==> src/rtl/bpu_gshare_pkg.sv <==
// bpu_gshare_pkg: shared definitions for the branch prediction unit.
// Holds the 2-bit counter encodings, the predictor FSM state type and the
// clog2 helper used to size the PHT index.
package bpu_gshare_pkg;
    localparam logic [1:0] SNT = 2'b00;
    localparam logic [1:0] WNT = 2'b01;
    localparam logic [1:0] WT  = 2'b10;
    localparam logic [1:0] ST  = 2'b11;

    typedef enum logic {BPU_INIT, BPU_RUN} bpu_state_t;

    function automatic int clog2(input int n);
        int r = 0;
        for (int v = n - 1; v > 0; v = v >> 1) r++;
        return r;
    endfunction
endpackage

==> src/rtl/bpu_gshare_if.sv <==
// bpu_gshare_if: pipeline-side signal bundle of the branch predictor.
// master: pipeline (drives stall/flush, fetch PC, D/M branch info)
// slave : predictor (returns D prediction, its index, M mispredict, init_done)
interface bpu_gshare_if #(parameter int IDX_W = 10);
    logic             stallD;
    logic             flushD;
    logic [31:0]      pcF;
    logic             branchD;
    logic [31:0]      pcM;
    logic             branchM;
    logic             actual_takeM;
    logic             pred_takeM;
    logic [IDX_W-1:0] pht_idxM;
    logic             pred_takeD;
    logic [IDX_W-1:0] pht_idxD;
    logic             mispredM;
    logic             init_done;

    modport master (
        output stallD, flushD, pcF, branchD, pcM, branchM, actual_takeM, pred_takeM, pht_idxM,
        input  pred_takeD, pht_idxD, mispredM, init_done
    );
    modport slave (
        input  stallD, flushD, pcF, branchD, pcM, branchM, actual_takeM, pred_takeM, pht_idxM,
        output pred_takeD, pht_idxD, mispredM, init_done
    );
endinterface

==> src/rtl/bpu_gshare_pht_ram.sv <==
// pht_ram: DEPTH x 2-bit pattern history table in distributed RAM.
// Ports: clk; raddr/rdata asynchronous lookup port; we/waddr write port which
// either stores WNT (init=1, sweep) or applies a saturating counter step in
// direction taken to the entry at waddr (init=0, M-stage training).
module pht_ram
    import bpu_gshare_pkg::*;
#(
    parameter int DEPTH = 1024,
    parameter int IDX_W = 10
) (
    input  logic             clk,
    input  logic             we,
    input  logic             init,
    input  logic             taken,
    input  logic [IDX_W-1:0] waddr,
    input  logic [IDX_W-1:0] raddr,
    output logic [1:0]       rdata
);
    logic [1:0] mem [DEPTH];
    logic [1:0] cur, wdata;

    // Read-modify-write of the training entry happens within one cycle, so
    // the lookup port sees the old value on a same-index collision.
    assign cur   = mem[waddr];
    assign wdata = init  ? WNT :
                   taken ? (cur == ST  ? ST  : cur + 2'd1) :
                           (cur == SNT ? SNT : cur - 2'd1);
    assign rdata = mem[raddr];

    always_ff @(posedge clk)
        if (we) mem[waddr] <= wdata;
endmodule

==> src/rtl/bpu_gshare.sv <==
// bpu_gshare: bimodal / gshare branch predictor with speculative GHR repair.
// Ports: clk, rst (sync, active high); bus (bpu_gshare_if.slave) carrying the
// F-stage PC, D-stage stall/flush/branch, M-stage resolution and returning
// pred_takeD, pht_idxD, mispredM and init_done.
// After reset the PHT is swept to WNT, one entry per cycle, before RUN.
module bpu_gshare
    import bpu_gshare_pkg::*;
#(
    parameter int PHT_DEPTH = 1024,
    parameter int GHR_W     = 8,
    parameter int MODE      = 1
) (
    input logic         clk,
    input logic         rst,
    bpu_gshare_if.slave bus
);
    localparam int IDX_W = clog2(PHT_DEPTH);

    bpu_state_t       state, state_next;
    logic [IDX_W-1:0] sweep, idx_f, idx_d, ram_addr;
    logic [GHR_W-1:0] ghr_spec, ghr_ret, ghr_ret_next;
    logic [1:0]       rd_data;
    logic             raw_d, run, ram_we;
    logic             unused;

    assign unused = ^{bus.pcM, bus.pcF[31:IDX_W+2], bus.pcF[1:0], rd_data[0]};

    assign run   = state == BPU_RUN;
    assign idx_f = bus.pcF[IDX_W+1:2] ^ (MODE != 0 ? IDX_W'(ghr_spec) : '0);

    // Truncating the concatenation drops the oldest bit; also valid for GHR_W=1.
    assign ghr_ret_next = GHR_W'({ghr_ret, bus.actual_takeM});

    always_ff @(posedge clk)
        if (rst) begin
            state <= BPU_INIT;
            sweep <= '0;
        end else begin
            state <= state_next;
            if (!run) sweep <= sweep + IDX_W'(1);
        end

    always_comb begin
        state_next = state;
        ram_we     = run ? bus.branchM : 1'b1;
        ram_addr   = run ? bus.pht_idxM : sweep;
        if (!run && sweep == IDX_W'(PHT_DEPTH - 1)) state_next = BPU_RUN;
    end

    pht_ram #(.DEPTH(PHT_DEPTH), .IDX_W(IDX_W)) u_pht (
        .clk   (clk),
        .we    (ram_we),
        .init  (!run),
        .taken (bus.actual_takeM),
        .waddr (ram_addr),
        .raddr (idx_f),
        .rdata (rd_data)
    );

    // D-stage register: stall wins over flush.
    always_ff @(posedge clk)
        if (rst) begin
            idx_d <= '0;
            raw_d <= 1'b0;
        end else if (!bus.stallD) begin
            idx_d <= bus.flushD ? '0 : idx_f;
            raw_d <= bus.flushD ? 1'b0 : rd_data[1];
        end

    // A mispredict rebuilds the speculative history from the retired one.
    always_ff @(posedge clk)
        if (rst) begin
            ghr_spec <= '0;
            ghr_ret  <= '0;
        end else if (run) begin
            if (bus.branchM) ghr_ret <= ghr_ret_next;
            if (bus.mispredM) ghr_spec <= ghr_ret_next;
            else if (bus.branchD && !bus.stallD && !bus.flushD)
                ghr_spec <= GHR_W'({ghr_spec, bus.pred_takeD});
        end

    assign bus.pht_idxD   = idx_d;
    assign bus.pred_takeD = raw_d & bus.branchD & run;
    assign bus.mispredM   = bus.branchM & (bus.pred_takeM ^ bus.actual_takeM);
    assign bus.init_done  = run;
endmodule

==> src/flat_wrapper.sv <==
// flat-port wrapper written by rule: the top's interface ports become plain ports
module bpu_gshare_flat import bpu_gshare_pkg::*;
#(
    parameter int PHT_DEPTH = 1024,
    parameter int GHR_W     = 8,
    parameter int MODE      = 1
)
  (clk, rst, bus_stallD, bus_flushD, bus_pcF, bus_branchD, bus_pcM, bus_branchM, bus_actual_takeM, bus_pred_takeM, bus_pht_idxM, bus_pred_takeD, bus_pht_idxD, bus_mispredM, bus_init_done);
  bpu_gshare_if #(.IDX_W(10)) bus_i ();
  input logic clk;
  input logic rst;
  input wire logic [$bits(bus_i.stallD)-1:0] bus_stallD;
  input wire logic [$bits(bus_i.flushD)-1:0] bus_flushD;
  input wire logic [$bits(bus_i.pcF)-1:0] bus_pcF;
  input wire logic [$bits(bus_i.branchD)-1:0] bus_branchD;
  input wire logic [$bits(bus_i.pcM)-1:0] bus_pcM;
  input wire logic [$bits(bus_i.branchM)-1:0] bus_branchM;
  input wire logic [$bits(bus_i.actual_takeM)-1:0] bus_actual_takeM;
  input wire logic [$bits(bus_i.pred_takeM)-1:0] bus_pred_takeM;
  input wire logic [$bits(bus_i.pht_idxM)-1:0] bus_pht_idxM;
  output wire logic [$bits(bus_i.pred_takeD)-1:0] bus_pred_takeD;
  output wire logic [$bits(bus_i.pht_idxD)-1:0] bus_pht_idxD;
  output wire logic [$bits(bus_i.mispredM)-1:0] bus_mispredM;
  output wire logic [$bits(bus_i.init_done)-1:0] bus_init_done;
  assign bus_i.stallD = bus_stallD;
  assign bus_i.flushD = bus_flushD;
  assign bus_i.pcF = bus_pcF;
  assign bus_i.branchD = bus_branchD;
  assign bus_i.pcM = bus_pcM;
  assign bus_i.branchM = bus_branchM;
  assign bus_i.actual_takeM = bus_actual_takeM;
  assign bus_i.pred_takeM = bus_pred_takeM;
  assign bus_i.pht_idxM = bus_pht_idxM;
  assign bus_pred_takeD = bus_i.pred_takeD;
  assign bus_pht_idxD = bus_i.pht_idxD;
  assign bus_mispredM = bus_i.mispredM;
  assign bus_init_done = bus_i.init_done;
  bpu_gshare #(.PHT_DEPTH(PHT_DEPTH), .GHR_W(GHR_W), .MODE(MODE)) u_core (.clk(clk), .rst(rst), .bus(bus_i));
endmodule
==> config.mk <==
export PLATFORM = sky130hd
export DESIGN_NAME = bpu_gshare_flat
export DESIGN_NICKNAME = d
export VERILOG_FILES = /design/src/rtl/bpu_gshare_pkg.sv /design/src/rtl/bpu_gshare_if.sv /design/src/rtl/bpu_gshare_pht_ram.sv /design/src/rtl/bpu_gshare.sv /design/src/flat_wrapper.sv
export SDC_FILE = /design/constraint.sdc
export NUM_CORES = 2
export LEC_CHECK = 0
export ABC_AREA = 1
export CELL_PAD_IN_SITES_DETAIL_PLACEMENT = 0
export CELL_PAD_IN_SITES_GLOBAL_PLACEMENT = 2
export CORE_MARGIN = 4
export CORE_UTILIZATION = 44
export CTS_CLUSTER_SIZE = 40
export DETAILED_ROUTE_END_ITERATION = 10
export PLACE_DENSITY = 0.84
export SYNTH_ARGS = -nofsm -noshare
export SYNTH_HDL_FRONTEND = slang
export SYNTH_SLANG_ARGS = --single-unit
==> constraint.sdc <==
create_clock -name clk -period 79 [get_ports clk]
set_input_delay 7.9 -clock clk [delete_from_list [all_inputs] [get_ports clk]]
set_output_delay 7.9 -clock clk [all_outputs]
set_load 0.03 [all_outputs]
# After elaboration in Yosys (flattened, before gate mapping)

Memory sizes are Yosys's and may differ from the RTL's.
Index checks and enable logic that the tools add are counted.

Flip-flop bits (word level): 37
Memory bits (writable): 2048
Input port bits: 82
Output and inout bits: 13
Word-level logic and storage cells: 39
Memories: 1

Memories:

| name             | depth | width | rd ports | clocked after memory_dff | wr ports | RTL line                 | source |
|---|---|---|---|---|---|---|---|
| u_core.u_pht.mem | 1024  | 2     | 2        | 0                        | 1        | bpu_gshare_pht_ram.sv:19 | `logic [1:0] mem [DEPTH];` |

$add $sub $neg: 3
Equality and inequality tests: 2
Multiplexer cells: 12
Bitwise gates (word level): 5
Reductions and logical operators: 10

Operators with widths:

| operator                                          | count |
|---|---|
| two-way mux 10 bit                                | 2 |
| two-way mux 8 bit                                 | 2 |
| adder 10 x 1 -> 10 bit (second input constant)    | 1 |
| == test 10 bit (second input constant)            | 1 |
| XOR 10 x 8 -> 10 bit                              | 1 |
| two-way mux 2 bit                                 | 4 |
| two-way mux 1 bit                                 | 4 |
| AND reduction 2 bit                               | 2 |
| bitwise AND 1 bit                                 | 3 |
| logical AND 1 bit                                 | 3 |
| logical NOT 1 bit                                 | 3 |
| adder 2 x 1 -> 2 bit (second input constant)      | 1 |
| == test 2 bit (second input constant)             | 1 |
| logical NOT 2 bit                                 | 1 |
| nonzero test 2 bit                                | 1 |
| subtractor 2 x 1 -> 2 bit (second input constant) | 1 |
| XOR 1 bit                                         | 1 |

# Logic depth before layout (Yosys ltp)

An unclocked memory read counts as a cell.

Word-level depth: 6
Gate-level depth with buffers: 23

# Modules after synthesis

A second synthesis with hierarchy kept.

Cell total of the unflattened synthesis: 12760
Area, all modules: 107114.0 um2

By module, submodules not included:

| module     | instances | cells an instance | area each (um2) | seq. area each (um2) |
|---|---|---|---|---|
| pht_ram    | 1         | 12488             | 105253.4        | 61499.0 |
| bpu_gshare | 1         | 272               | 1860.5          | 740.7 |

# Least setup slack after synthesis

OpenSTA, ideal clock, no wires.

Kind: input to register
Start point: input bus_pht_idxM[1]
End point: memory u_core.u_pht.mem[0][1] (data pin)
Setup time: 5.702 ns
Arrival time: 36.613 ns
Data required time: 73.298 ns
Setup slack: 36.685 ns
Stages on the path: 19
Path through: nand2_1 o21ai_4 inv_4 buf_4 buf_2 buf_2 o211ai_1 nand3_1 nand2_1 nor2_1 nand2_1 nand2_1 nand4_1 nand2_1 nand2_1 nor2_1 nand3_1 nand2_1 a21oi_1

Word-level cells in the longest chain between the ends: 6
Elaborated cells on any way between the ends: 10
Those cells by class: add/sub (2); eq/ne (1); mux (5); reduce/logical (1); memory (1)

RTL lines:

| item                                                    | RTL line                                           | source |
|---|---|---|
| from (decl)                                             | flat_wrapper.sv:20                                 | `input wire logic [$bits(bus_i.pht_idxM)-1:0] bus_pht_idxM;` |
| two-way mux 10 bit (*)                                  | bpu_gshare.sv:46                                   | `ram_addr = run ? bus.pht_idxM : sweep;` |
| memory (1024 x 2 bit) (*)                               | --                                                 |  |
| subtractor 2 x 1 -> 2 bit, or another cell as far along | bpu_gshare_pht_ram.sv:27                           | `(cur == SNT ? SNT : cur - 2'd1);` |
| two-way mux 2 bit (on tied branches)                    | bpu_gshare_pht_ram.sv:27, bpu_gshare_pht_ram.sv:26 |  |
| two-way mux 2 bit (*)                                   | bpu_gshare_pht_ram.sv:26                           | `taken ? (cur == ST ? ST : cur + 2'd1) :` |
| two-way mux 2 bit (*)                                   | bpu_gshare_pht_ram.sv:25                           | `assign wdata = init ? WNT :` |
| net u_core.u_pht.wdata[1]                               | bpu_gshare_pht_ram.sv:20                           | `logic [1:0] cur, wdata;` |
| to (decl)                                               | bpu_gshare_pht_ram.sv:19                           |  |

Mark *: on every way through the listed nets, which the timed path passes. The rest lies on a longest branch.

# Worst setup path in the final report

Start point: input bus_branchM
End point: output bus_mispredM

Word-level cells in the longest chain between the ends: 1

RTL lines:

| item              | RTL line           | source |
|---|---|---|
| from (decl)       | flat_wrapper.sv:17 | `input wire logic [$bits(bus_i.branchM)-1:0] bus_branchM;` |
| bitwise AND 1 bit | bpu_gshare.sv:84   | `assign bus.mispredM = bus.branchM & (bus.pred_takeM ^ bus.actual_takeM);` |
| to (decl)         | flat_wrapper.sv:23 | `output wire logic [$bits(bus_i.mispredM)-1:0] bus_mispredM;` |

Every way passes these cells.

==> flow_summary.toml <==
[status]
status = "completed"

[worst_hold_path]
hold_path_startpoint = "u_core.bus.pht_idxD[3]$_SDFFE_PP0N_"
min_path_type = "reg2reg"

[clock_network]
cts-buffers-inserted = 221
path_clk_slew_ps = 60
clock-root-buffer = "clkbuf_16"
ctsLongestPathBuffers = 3
cts-hold-fix-buffers = 0
tritoncts = "built"
worst_skew_pair.late_latency_ps = 880
post_cts_buffers = 0
cts.htree.levels = 4
post_cts_resize_count = 0
clkSinkCount = 2085

[detailed_routing]
detail_route.iter0.violations = 11130
routedWlPerCell_um = 28.28
wl_um = 374900
detailedRoute.firstPassIterationCount = 9
viasPerCell = 5.933
dr_total_vias = 78653
route.antenna.remaining_nets = 0
drcViolationCount = 0

[placed_design]
place.port_buffers = 40
dp_cells = 12853
post-place-ws_ps = 61110
gp_congestion = 0.8452
dp.final_hpwl_um = 192300
place_area_mm2 = 0.1010

[sta]
finClkSkew_ps = 34.18
worst_slew_pin_tran_ps = 1342
rsz0062_at_grt = "false"
final_min_period_over_clock_period_pct = 22.61
timing.final.max_slew_violations = 0
fin_setup_tns_ps = 0
finalHoldViolCount = 0
timing.max_slew.rel_slack_pct = 10.55
max_freq_ghz = 0.05597
timing.final.setup_violations = 0
timing.final.crit_period_ps = 17870
setup_slack_ps = 61130

[final_layout]
postLayoutCellArea_mm2 = 0.1079
area_growth_pct = 9.706
fin_nets = 10184
mostFrequentLayoutCells = "nand2_1, edfxtp_1, nand3_1"
multiInputGateArea_mm2 = 0.03155
area.sequential_mm2 = 0.06224
layout.cells.most_common = "nand2_1"
drive_gt1_share_pct = 6.158
fillers = 20742
finish.cell_count_without_fillers = 13257

[synth]
synth_top_area_share_pct = 62.53
synth-seq-cells = 2085
synth_nets = 10534
yosys_warnings = 0
register_area_share_after_synthesis_pct = 63.28
mappedNetlistArea_mm2 = 0.09835
yosys.area.top_type = "edfxtp_1"
synthCells = 10451
yosysUniqueCellTypes = 35
synth_area_leaders = "edfxtp_1, nand2_1, nand3_1, nor2_1, o211ai_1"
syn_avg_cell_area_um2 = 9.411

[floorplanning]
die-height_um = 480.8
core-area_mm2 = 0.2223
die_w_um = 480.8
boundaryPins = 95
area_of_the_die_mm2 = 0.2312
initial_utilization_pct = 44.24
placement_rows = 173

[critical_path]
worst_setup_path_start_kind = "primary input"
cp-startpoint = "bus_branchM"
critical-path-top-cell-by-count = "clkdlybuf4s50_1"
path_max_fanout = 11
cpPeakStageDelay_ps = 800
setup.worst_path.class = "in2out"
cp_top_family = "buffers and inverters"
worstPathArrival_ps = 9970
crit_path_top_delay_cell = "clkdlybuf4s50_1"
critical_path.n_buffers_inverters = 2
endpoint_kind = "output pin"
critical_path_required_ps = 71100
r2r-start = "u_core.bus.init_done$_SDFFE_PP0P_"
critical_path.cell_chain = "clkdlybuf4s50_1 > nand2_1 > nor2_2 > clkdlybuf4s50_1"

[global_route]
grt_pass1_vias = 75229
antenna_violations_before_repair = 22
pin_count_of_the_biggest_net_entering_global_routing = 258
groute.usage.overall_pct = 31.83
grt_pass1_wl_um = 532200
grt.overflow.total = 0

[power]
worst_ir_drop_vdd_uv = 19.79
cellPowerDensity_mw_per_mm2 = 22.38
power.static_leakage_nw = 38.26

[flow_run]
drv.max_cap_violation_count = 0
cells by family (layout without fill, tap and decap cells):
logic type | Yosys count | after routing | share of synthesized area, %
xor+xnor | 8 | 8 | 0.07124
buf+inv | 1176 | 1004 | 5.082
compound gates | 613 | 613 | 3.869
other cells | 0 | 3 | 0
simple gates | 6568 | 6568 | 27.68
flops | 2085 | 2085 | 63.28
fa+ha+maj | 1 | 1 | 0.01272
state kept, by name, indices dropped and copies added (netlist names):
| signal | flops |
|---|---|
| u_core.bus.init_done | 1 |
| u_core.sweep | 10 |
| u_core.bus.pht_idxD | 10 |
| u_core.ghr_spec | 8 |
| u_core.u_pht.mem | 2048 |
| u_core.ghr_ret | 7 |
| u_core.raw_d | 1 |
worst reg2reg max path, cell delays in order (launching register included):
cell and delay [ps]:
dfxtp_1 300, buf_4 260, inv_2 290, nand2_1 220, nand2_8 570, buf_4 760
buf_4 840, buf_4 810, buf_4 690, nand2_1 120, nand3_1 110, nand3_1 150
nand4_1 140, o21ai_0 260, nand2_1 320, o21ai_1 200, nand2_1 120, nor2_1 150
nand3_1 120, nand2_1 90, nand2_4 610, buf_12 730, buf_4 1300, buf_4 950
final timing paths:
kind,endpoint,slack (ps),cells after the start
worst min register to register,u_core.bus.pht_idxD[3]$_SDFFE_PP0N_,460,2
worst max-delay path,bus_mispredM,61130,4
worst max register to register,u_core.u_pht.mem[591][0]$_DFFE_PP_,68430,23
worst min-delay path,u_core.bus.pht_idxD[3]$_SDFFE_PP0N_,460,2
per-layer routing:
layer | track usage [%] | wire, um | vias to the layer above
met5 | 0 | 44 | -
met4 | 12.64 | 16580 | 6
met3 | 6.328 | 40620 | 702
met2 | 50.00 | 168100 | 4437
met1 | 43.54 | 149500 | 38743
li1 | - | - | 34765
cell type report:
| type | count | share of cell area [%] |
|---|---|---|
| clock inverters | 118 | 0.8222 |
| inverters | 385 | 1.366 |
| diodes | 3 | 0.006958 |
| repair buffers | 218 | 1.841 |
| well taps | 2975 | 3.450 |
| clock buffers | 283 | 5.586 |
| flip-flops and latches | 2085 | 57.68 |
| multi-input cells | 7190 | 29.24 |
per-stage QoR:
stage,total power [mW],util [%],hold WS (ps)
after floorplan,1.342,-,441.1
after global placement,1.425,45.42,445.5
after detailed placement,1.425,45.42,456.1
after CTS,2.421,48.53,465.5
after global routing,2.483,48.53,481.8
final,2.414,48.54,463.0
report_power, final:
part / total, mW / internal, mW / switching, mW
registers: 1.20 / 1.20 / 0.000287
logic: 0.210 / 0.0504 / 0.159
clock network: 1.01 / 0.575 / 0.433
cells in the mapped netlist (all sizes together):
cell and count:
a311oi 5, nor3 11, a31oi 3, a21oi 33, ha 1, nor4 6, nand3 1767, o21a 2
nand2 2980, clkbuf 362, or2 80, dfxtp 37, clkinv 5, nand4 32, nor2 1692, o21ai 297
buf 429, o211ai 273, edfxtp 2048, xor2 1, inv 380, xnor2 7
Note: power is estimated with default switching activity, not from simulation.
